## src/rtl/gemm_step_scheduler.sv

```systemverilog
// Step scheduler for a tau-MAC GEMM array: it fetches one operand slice per K step, issues the
// start and clear pulses, waits out each MAC step and the drain, then hands off the result.
module gemm_step_scheduler #(
  parameter int DIM          = 16,
  parameter int STEP_CYCLES  = 8,
  parameter int DRAIN_CYCLES = 2,
  parameter int K_W          = 8,
  parameter int STALL_W      = 16
) (
  input  logic               clk,
  input  logic               reset,
  input  logic               cmd_valid,
  output logic               cmd_ready,
  input  logic [K_W-1:0]     cmd_k_steps,
  output logic               op_req,
  output logic [K_W-1:0]     op_idx,
  input  logic               op_valid,
  output logic               mac_start,
  output logic               mac_clear,
  output logic               res_valid,
  input  logic               res_ready,
  output logic               busy,
  output logic [STALL_W-1:0] stall_cycles
);

  localparam int TMR_W     = $clog2(STEP_CYCLES + 1);
  localparam int DRAIN_LEN = (DRAIN_CYCLES > 0) ? DRAIN_CYCLES : 1;
  localparam int DRN_W     = $clog2(DRAIN_LEN + 1);

  localparam logic [TMR_W-1:0] TMR_LAST   = TMR_W'(STEP_CYCLES - 1);
  localparam logic [DRN_W-1:0] DRAIN_LAST = DRN_W'(DRAIN_LEN - 1);

  localparam logic [2:0] S_IDLE   = 3'd0;
  localparam logic [2:0] S_FETCH  = 3'd1;
  localparam logic [2:0] S_RUN    = 3'd2;
  localparam logic [2:0] S_DRAIN  = 3'd3;
  localparam logic [2:0] S_RESULT = 3'd4;

  logic [2:0]         r_state;
  logic [K_W-1:0]     r_step;
  logic [K_W-1:0]     r_k_total;
  logic [TMR_W-1:0]   r_timer;
  logic [DRN_W-1:0]   r_drain;
  logic [STALL_W-1:0] r_stall;

  logic w_in_idle;
  logic w_in_fetch;
  logic w_fire;
  logic w_empty_job;

  assign w_in_idle   = (r_state == S_IDLE);
  assign w_in_fetch  = (r_state == S_FETCH);
  assign w_fire      = w_in_fetch && op_valid;
  assign w_empty_job = w_in_idle && cmd_valid && (cmd_k_steps == '0);

  always_ff @(posedge clk) begin
    if (reset) begin
      r_state   <= S_IDLE;
      r_step    <= '0;
      r_k_total <= '0;
      r_timer   <= '0;
      r_drain   <= '0;
      r_stall   <= '0;
    end else begin
      case (r_state)
        S_IDLE: begin
          if (cmd_valid) begin
            r_k_total <= cmd_k_steps;
            r_step    <= '0;
            r_stall   <= '0;
            r_timer   <= '0;
            r_drain   <= '0;
            r_state   <= (cmd_k_steps == '0) ? S_DRAIN : S_FETCH;
          end
        end
        S_FETCH: begin
          if (op_valid) begin
            r_timer <= '0;
            r_state <= S_RUN;
          end else if (r_stall != '1) begin
            r_stall <= r_stall + 1'b1;
          end
        end
        S_RUN: begin
          if (r_timer == TMR_LAST) begin
            r_timer <= '0;
            // Only the last slice goes on to drain; every other slice refetches.
            if (r_step == r_k_total - K_W'(1)) begin
              r_drain <= '0;
              r_state <= S_DRAIN;
            end else begin
              r_step  <= r_step + 1'b1;
              r_state <= S_FETCH;
            end
          end else begin
            r_timer <= r_timer + 1'b1;
          end
        end
        S_DRAIN: begin
          if (r_drain == DRAIN_LAST) begin
            r_state <= S_RESULT;
          end else begin
            r_drain <= r_drain + 1'b1;
          end
        end
        S_RESULT: begin
          if (res_ready) begin
            r_state <= S_IDLE;
          end
        end
        default: r_state <= S_IDLE;
      endcase
    end
  end

  // Pulses are masked during reset so that an aborted FETCH cannot leak a start.
  assign mac_start    = !reset && w_fire;
  assign mac_clear    = !reset && ((w_fire && (r_step == '0)) || w_empty_job);
  assign cmd_ready    = w_in_idle;
  assign busy         = !w_in_idle;
  assign op_req       = w_in_fetch;
  assign op_idx       = r_step;
  assign res_valid    = (r_state == S_RESULT);
  assign stall_cycles = r_stall;

endmodule

```

## config.mk

```make
export PLATFORM = sky130hd
export DESIGN_NAME = gemm_step_scheduler
export DESIGN_NICKNAME = d
export VERILOG_FILES = /design/src/rtl/gemm_step_scheduler.sv
export SDC_FILE = /design/constraint.sdc
export NUM_CORES = 1
export LEC_CHECK = 0
export ABC_AREA = 1
export CORE_ASPECT_RATIO = 0.7
export CORE_MARGIN = 4
export CORE_UTILIZATION = 50
export CTS_CLUSTER_DIAMETER = 150
export CTS_CLUSTER_SIZE = 24
export DETAILED_ROUTE_END_ITERATION = 12
export HOLD_SLACK_MARGIN = 0.05
export PLACE_DENSITY = 0.76
export REMOVE_ABC_BUFFERS = 1
export SLEW_MARGIN = 20
export SYNTH_ARGS = -nofsm -noshare
export SYNTH_HDL_FRONTEND = slang
export SYNTH_SLANG_ARGS = --single-unit
```

## constraint.sdc

```tcl
create_clock -name clk -period 2.4 [get_ports clk]
set_input_delay 0.24 -clock clk [delete_from_list [all_inputs] [get_ports clk]]
set_output_delay 0.24 -clock clk [all_outputs]
set_load 0.1 [all_outputs]
```

Yosys cells after proc, flatten, opt, wreduce, memory -nomap -nowiden --
Index checks and enable logic that the tools add are counted.
Cells by class: order comparisons 0, add/subtract/negate cells 5, shift operators 0, multiply operators 0, reductions and logical operators 22, divide/modulo/power cells 0, multiplexer cells 25, bitwise gates (word level) 0, eq/ne operators 18
Operator list (number):
- two-way mux 16 bit | 3
- one-hot mux 16 bit (2 select lines) | 1
- two-way mux 8 bit | 3
- adder 16 x 1 -> 16 bit (second input constant) | 1
- logical NOT 8 bit | 2
- != test 16 bit (second input constant) | 1
- != test 2 bit (second input constant) | 8
- one-hot mux 8 bit (2 select lines) | 1
- two-way mux 3 bit | 5
- one-hot mux 3 bit (5 select lines) | 1
- two-way mux 2 bit | 6
- two-way mux 4 bit | 3
- one-hot mux 4 bit (3 select lines) | 1
- AND reduction 5 bit | 2
- adder 8 x 1 -> 8 bit (second input constant) | 1
- == test 8 bit | 1
- AND reduction 4 bit | 2
- subtractor 8 x 1 -> 8 bit (second input constant) | 1
- == test 3 x 2 -> 1 bit (second input constant) | 2
- logical AND 1 bit | 6
- one-hot mux 2 bit (3 select lines) | 1
- nonzero test 3 bit | 2
- adder 4 x 1 -> 4 bit (second input constant) | 1
- == test 4 x 3 -> 1 bit (second input constant) | 1
- other kinds (11) | 14
Storage, ports and cells: word-level logic and storage cells 76, bits in registers 41, bits of input ports 13, latch bits 0, memories kept 0, ROM bits 0, RAM bits 0

Longest topological paths before layout --
depth after elaboration 5, mapped depth 14, gate-level depth less buffers 14

Worst setup path after synthesis --
No wires, ideal clock.
path kind reg2out, start point reg r_state[1], end point out mac_start, data required time 2.160 ns, slack -1.113 ns, buffers on the path 0, arrival time 3.273 ns, cell stages (with the launch flop) 6, path through dfxtp_1 -> nor2_1 -> inv_2 -> nor2_4 -> inv_4 -> nor3_1
On the way: longest elaborated chain between the ends 3
Ends and longest elaborated chain:
- from (decl) | RTL line 39 | logic [2:0] r_state;
- from (signal assigned) | RTL line 73 | r_state <= (cmd_k_steps == '0) ? S_DRAIN : S_FETCH;
- == test 3 x 1 -> 1 bit | RTL line 52 | assign w_in_fetch = (r_state == S_FETCH);
- via op_req | RTL line 15 | output logic op_req,
- logical AND 1 bit | RTL line 53 | assign w_fire = w_in_fetch && op_valid;
- logical AND 1 bit | RTL line 117 | assign mac_start = !reset && w_fire;
- to (decl) | RTL line 18 | output logic mac_start,
The timed path passes the listed nets, and every way through them passes these cells.

Final worst setup path --
start point reg r_step[0] (netlist: op_idx[0]), end point out mac_clear
On the way: longest elaborated chain between the ends 4
Ends and longest elaborated chain:
- from (decl) | RTL line 40 | logic [K_W-1:0] r_step;
- from (signal assigned) | RTL line 92 | r_step <= r_step + 1'b1;
- logical NOT 8 bit | RTL line 118 | assign mac_clear = !reset && ((w_fire && (r_step == '0)) || w_empty_job);
- logical AND 1 bit | RTL line 118
- logical OR 1 bit | RTL line 118
- logical AND 1 bit | RTL line 118
- to (decl) | RTL line 19 | output logic mac_clear,
No other way between the ends.

==> results.yml <==
cells_and_area:
  syn_to_final_growth_pct: 20.8
  num-fill-cells: 454
  drive_above_1_share_pct: 18.7
  fin_area_um2: 3130
  post-route-util_pct: 64.1
  seqCellArea_um2: 821
  final_cells: 503
  mostFrequentLayoutCell: "nand2_1"
  antenna_cells: 0
  nNetsFinal: 453
  multi_input_area_um2: 1520
  layout_common_cells: "nand2_1 (83), inv_1 (49), nor2_1 (41), dfxtp_1 (41), buf_4 (34)"
place:
  placed_cells: 496
  gp_congestion: 0.964
  io_buffers: 42
  place_ws_ns: 0.317
  placed_area_um2: 3040
  hpwl_um: 5280
clock_network:
  numClockSinks: 41
  cts_tree: "built"
  clk_latency_ns: 0.30
  cts-root-buf: "clkbuf_8"
  cts_hold_buf: 0
  clk_pin_slew_ns: 0.07
  ctsResizeCount: 0
  numCtsBuffers: 5
  htreeDepth: 2
  postCtsSetupBuffers: 0
  clk_path_buf_depth: 2
timing:
  timing.hold.ws_ns: 0.463
  tightestPinTransition_ns: 0.557
  setup_slack_ns: 0.135
  fin_crit_sh_pct: 94.4
  slew_headroom_pct: 62.6
  hold_viol_final: 0
  final_max_slew_viol_count: 0
  max_clock_freq_mhz: 441
  finClkSkew_ns: 0.0135
  setup_tns_ns: 0
  period_minus_slack_ns: 2.27
  setup_viol: 0
  rsz0062_at_grt: "no"
floorplanning:
  die-area_um2: 6420
  dieWidth_um: 94.1
  io_pins: 43
  dieHeight_um: 68.2
  core_area_um2: 4890
  rows: 21
  start_util_pct: 53.0
route:
  ant_nets: 0
  dr_total_vias: 2616
  firstDrtPassIters: 5
  route.detailed.drc: 0
  wl_per_cell_um: 13.5
  vias_per_cell: 5.20
  drtIter0Drc: 198
  drt-total-wl_um: 6800
global_routing:
  grt_pass1_vias: 2362
  grt_overflow: 0
  grt_max_degree: 19
  antenna_found_initial: 0
  grt_pass1_wl_um: 11200
  track_usage_pct: 22.2
setup_path:
  cp_common_cell: "nand3_1"
  slowest_delay_ns: 0.40
  cp-start-kind: "flip-flop"
  crit_path_max_fanout: 6
  worstPathArrival_ns: 2.03
  path_class: "flip-flop to output pin"
  crit_required_ns: 2.16
  path_delay_family: "simple AND/OR/NAND/NOR gates"
  cp_num_buf_inv: 2
  worst_path_max_delay_cell: "dfxtp_1"
  rrSetupSlack_ns: 0.41
  crit_chain: "inv_1 -> ha_1 -> nand3_1 -> nor4_1 -> nand3_1 -> a21oi_1 -> buf_12"
  critPathCaptureType: "output pin"
synth:
  ys_warn_count: 0
  synth_cells: 386
  ys_seq_area_share_pct: 31.7
  synth_async_sr_flop_share_pct: 0
  yosys_register_bits: 41
  ys.flop_type: "dfxtp_1"
  ys_types: 37
  syn-mean-instance-area_um2: 6.72
  synth_edf_count: 0
  syn-cell-area_um2: 2590
power_and_ir_drop:
  p_leak_nw: 1.30
  power_mw: 2.81
  peakVddDrop_mv: 0.384
  p_per_area_nw_per_um2: 897
job:
  drv_cap: 0
hold_path:
  worstHoldPathType: "flip-flop to flip-flop"
run_status:
  status: "complete, no violations"
==> synthesized netlist by cell type, types with 2 or more instances <==
master | instances | share of area (%)
ha_1 | 6 | 2.9
nor2_1 | 41 | 5.9
nand2_4 | 2 | 0.87
nand3_2 | 2 | 0.77
nor3_1 | 13 | 2.5
a21oi_1 | 33 | 6.4
inv_2 | 4 | 0.58
o21ai_0 | 18 | 3.5
xor2_1 | 7 | 2.4
xnor2_1 | 3 | 1.0
o21ai_1 | 2 | 0.39
nor2_2 | 4 | 0.97
nand2_1 | 83 | 12
dfxtp_1 | 41 | 32
nand2_2 | 9 | 2.2
inv_1 | 49 | 7.1
a21oi_2 | 5 | 1.7
a211oi_2 | 2 | 0.97
nand4_1 | 5 | 1.2
nor4_1 | 4 | 0.97
clkbuf_1 | 5 | 0.72
nor2_4 | 5 | 2.2
nand3_1 | 28 | 5.4
nor3b_1 | 2 | 0.58
==> report_power, final <==
group	switching [mW]	internal (mW)
combinational	1.09	0.398
clock	0.236	0.228
sequential	0.0966	0.762
total	1.42	1.39
==> state kept, by name (all words and copies together) (netlist names) <==
signal,cells
r_timer,4
op_idx,8
r_state,3
r_drain,2
stall_cycles,16
r_k_total,8
==> area by class of cell <==
| type | count | area share, % |
|---|---|---|
| Multi-Input combinational cell | 284 | 48.4 |
| Sequential cell | 41 | 26.2 |
| Timing Repair Buffer | 48 | 13.3 |
| Inverter | 54 | 6.55 |
| Clock buffer | 7 | 2.76 |
| Tap cell | 69 | 2.76 |
==> routing by layer <==
layer / wire, µm / global-route usage, %
met3: 520 / 5.82
met2: 2880 / 33.3
met1: 3380 / 31.7
met4: 19 / 5.59
met5: 0 / 0
==> cell families after synthesis <==
| kind of cell | Yosys count | share of synthesized area, % |
|---|---|---|
| xor+xnor | 10 | 3.38 |
| simple gates | 205 | 38.5 |
| flops | 41 | 31.7 |
| fa+ha+maj | 6 | 2.90 |
| compound gates | 63 | 13.7 |
| buf+inv | 61 | 9.85 |
==> tightest hold or removal path: cells and delay by family, from the launching register on <==
family | cells | cell delay (ns)
flops | 1 | 0.31
simple gates | 1 | 0.06
compound gates | 1 | 0.05
==> final timing paths <==
kind | from | to | cells after the start
max | op_idx[0]$_SDFFE_PP0P_ | mac_clear | 7
min | r_drain[1]$_SDFFE_PP0P_ | r_drain[1]$_SDFFE_PP0P_ | 2
max reg2reg | stall_cycles[0]$_SDFFE_PP0P_ | stall_cycles[4]$_SDFFE_PP0P_ | 10
min reg2reg | r_drain[1]$_SDFFE_PP0P_ | r_drain[1]$_SDFFE_PP0P_ | 2
Power figures use the tool's default switching activity.
==> edit (config.mk and constraints unchanged) <==
Change the parameter `STALL_W` from 16 to 12.
--- a/src/rtl/gemm_step_scheduler.sv
+++ b/src/rtl/gemm_step_scheduler.sv
@@ -5,7 +5,7 @@
   parameter int STEP_CYCLES  = 8,
   parameter int DRAIN_CYCLES = 2,
   parameter int K_W          = 8,
-  parameter int STALL_W      = 16
+  parameter int STALL_W      = 12
 ) (
   input  logic               clk,
   input  logic               reset,
Ports: changed (resized stall_cycles); port bits go from 43 to 39. The function was not compared with the original's and may differ.
==> edit against the unedited design <==
Hold slack improved by 10 ps; count of clock-buffer cells in the layout rose by 1; sequential cell count shrank 4; non-clock buffer count is 5 lower; routed wire length shrank 23%; area after synthesis decreased by 15%; final cell count down 13%; highest routed layer unchanged; critical path type unchanged; final area down 14%; clock skew decreased by 5.3 ps; register-to-register slack lost 80 ps; total power grew 20%; worst setup slack better by 97 ps.
==> edit: results <==
metrics = {
    "worst_setup_path": {
        "critPathLaunch": "r_state[2]",
        "reg2reg_from": "r_timer[0]",
    },
    "sta": {
        "finClkSkew_ps": 8.21,
        "tightest_slew_ps": 781,
    },
    "route": {
        "first_pass_iters": 4,
        "wl_um": 5270,
    },
    "synthesis": {
        "ys_seq_area_frac": 0.338,
        "ys_top_cells_by_count": "nand2_1, nor2_1, inv_1",
        "syn_inst": 343,
    },
    "grt": {
        "track_usage": 0.205,
        "grt_pass1_wl_um": 9290,
        "grt_pass1_vias": 2099,
        "grt_max_degree": 16,
    },
    "placed_design": {
        "gp_congestion": 0.938,
        "dp_hpwl_um": 4060,
        "place_inst": 430,
        "port_buffers": 38,
        "dpl_worst_slack_ps": 236,
    },
    "power": {
        "seq-power_mw": 0.869,
        "comb_cell_power_mw": 2.08,
        "p_int_mw": 1.54,
        "power_leakage_nw": 1.13,
    },
    "layout": {
        "largest_register_ffs": 12,
        "fin_nets": 406,
    },
    "status": {
        "status": "completed",
    },
}
edit: changes by cell type in the layout (fill, tap and decap cells not counted), sizes merged, moves of 2 or more:
| cell | before | now |
|---|---|---|
| nand2 | 94 | 80 |
| inv | 54 | 43 |
| a21oi | 38 | 33 |
| buf | 36 | 31 |
| dfxtp | 41 | 37 |
| nor3 | 15 | 11 |
| nand3 | 31 | 34 |
| nand4 | 6 | 3 |
| a211oi | 3 | 1 |
| nor4 | 4 | 2 |
| o21a | 0 | 2 |
edit: cells by family after synthesis:
| logic type | Yosys count | synth area share |
|---|---|---|
| DFF | 37 | 0.338 |
| and+or+nand+nor | 183 | 0.361 |
| AOI/OAI and AO/OA | 59 | 0.148 |
| buffers and inverters | 50 | 0.0872 |
| xor gates and xnor gates | 8 | 0.0319 |
| adders and majority gates | 6 | 0.0342 |
edit: final timing paths:
check	to	slack, ps	cells past startpoint
min reg2reg	r_drain[1]	470	2
min	r_drain[1]	470	2
max reg2reg	op_idx[5]	330	8
max	mac_clear	230	9
edit: critical path: cells and delay by family, from the launching register on:
family          cells  cell delay, ps
compound gates      1             210
buf+inv             2             320
flops               1             420
simple gates        6             710
edit: per-layer routing:
layer / track usage / vias to the layer above / wire [um]
met5: 0 / - / 0
met4: 0.0517 / 0 / 57
met3: 0.0469 / 5 / 283
met2: 0.291 / 57 / 2120
met1: 0.309 / 1029 / 2810
li1: - / 1211 / -
edit: area by class of cell:
class / instances / area, um^2
inverter: 44 / 165
timing repair buffer: 43 / 378
clock buffer: 8 / 80.1
sequential: 37 / 741
multi-input combinational: 256 / 1270
fill: 382 / 1370
tap: 52 / 65.1
edit: timing repair:
action / CTS / global route
hold buffers: 0 / 0
setup endpoints to repair: 0 / 1
buffers inserted: 0 / 2
gates resized for setup: 0 / 3
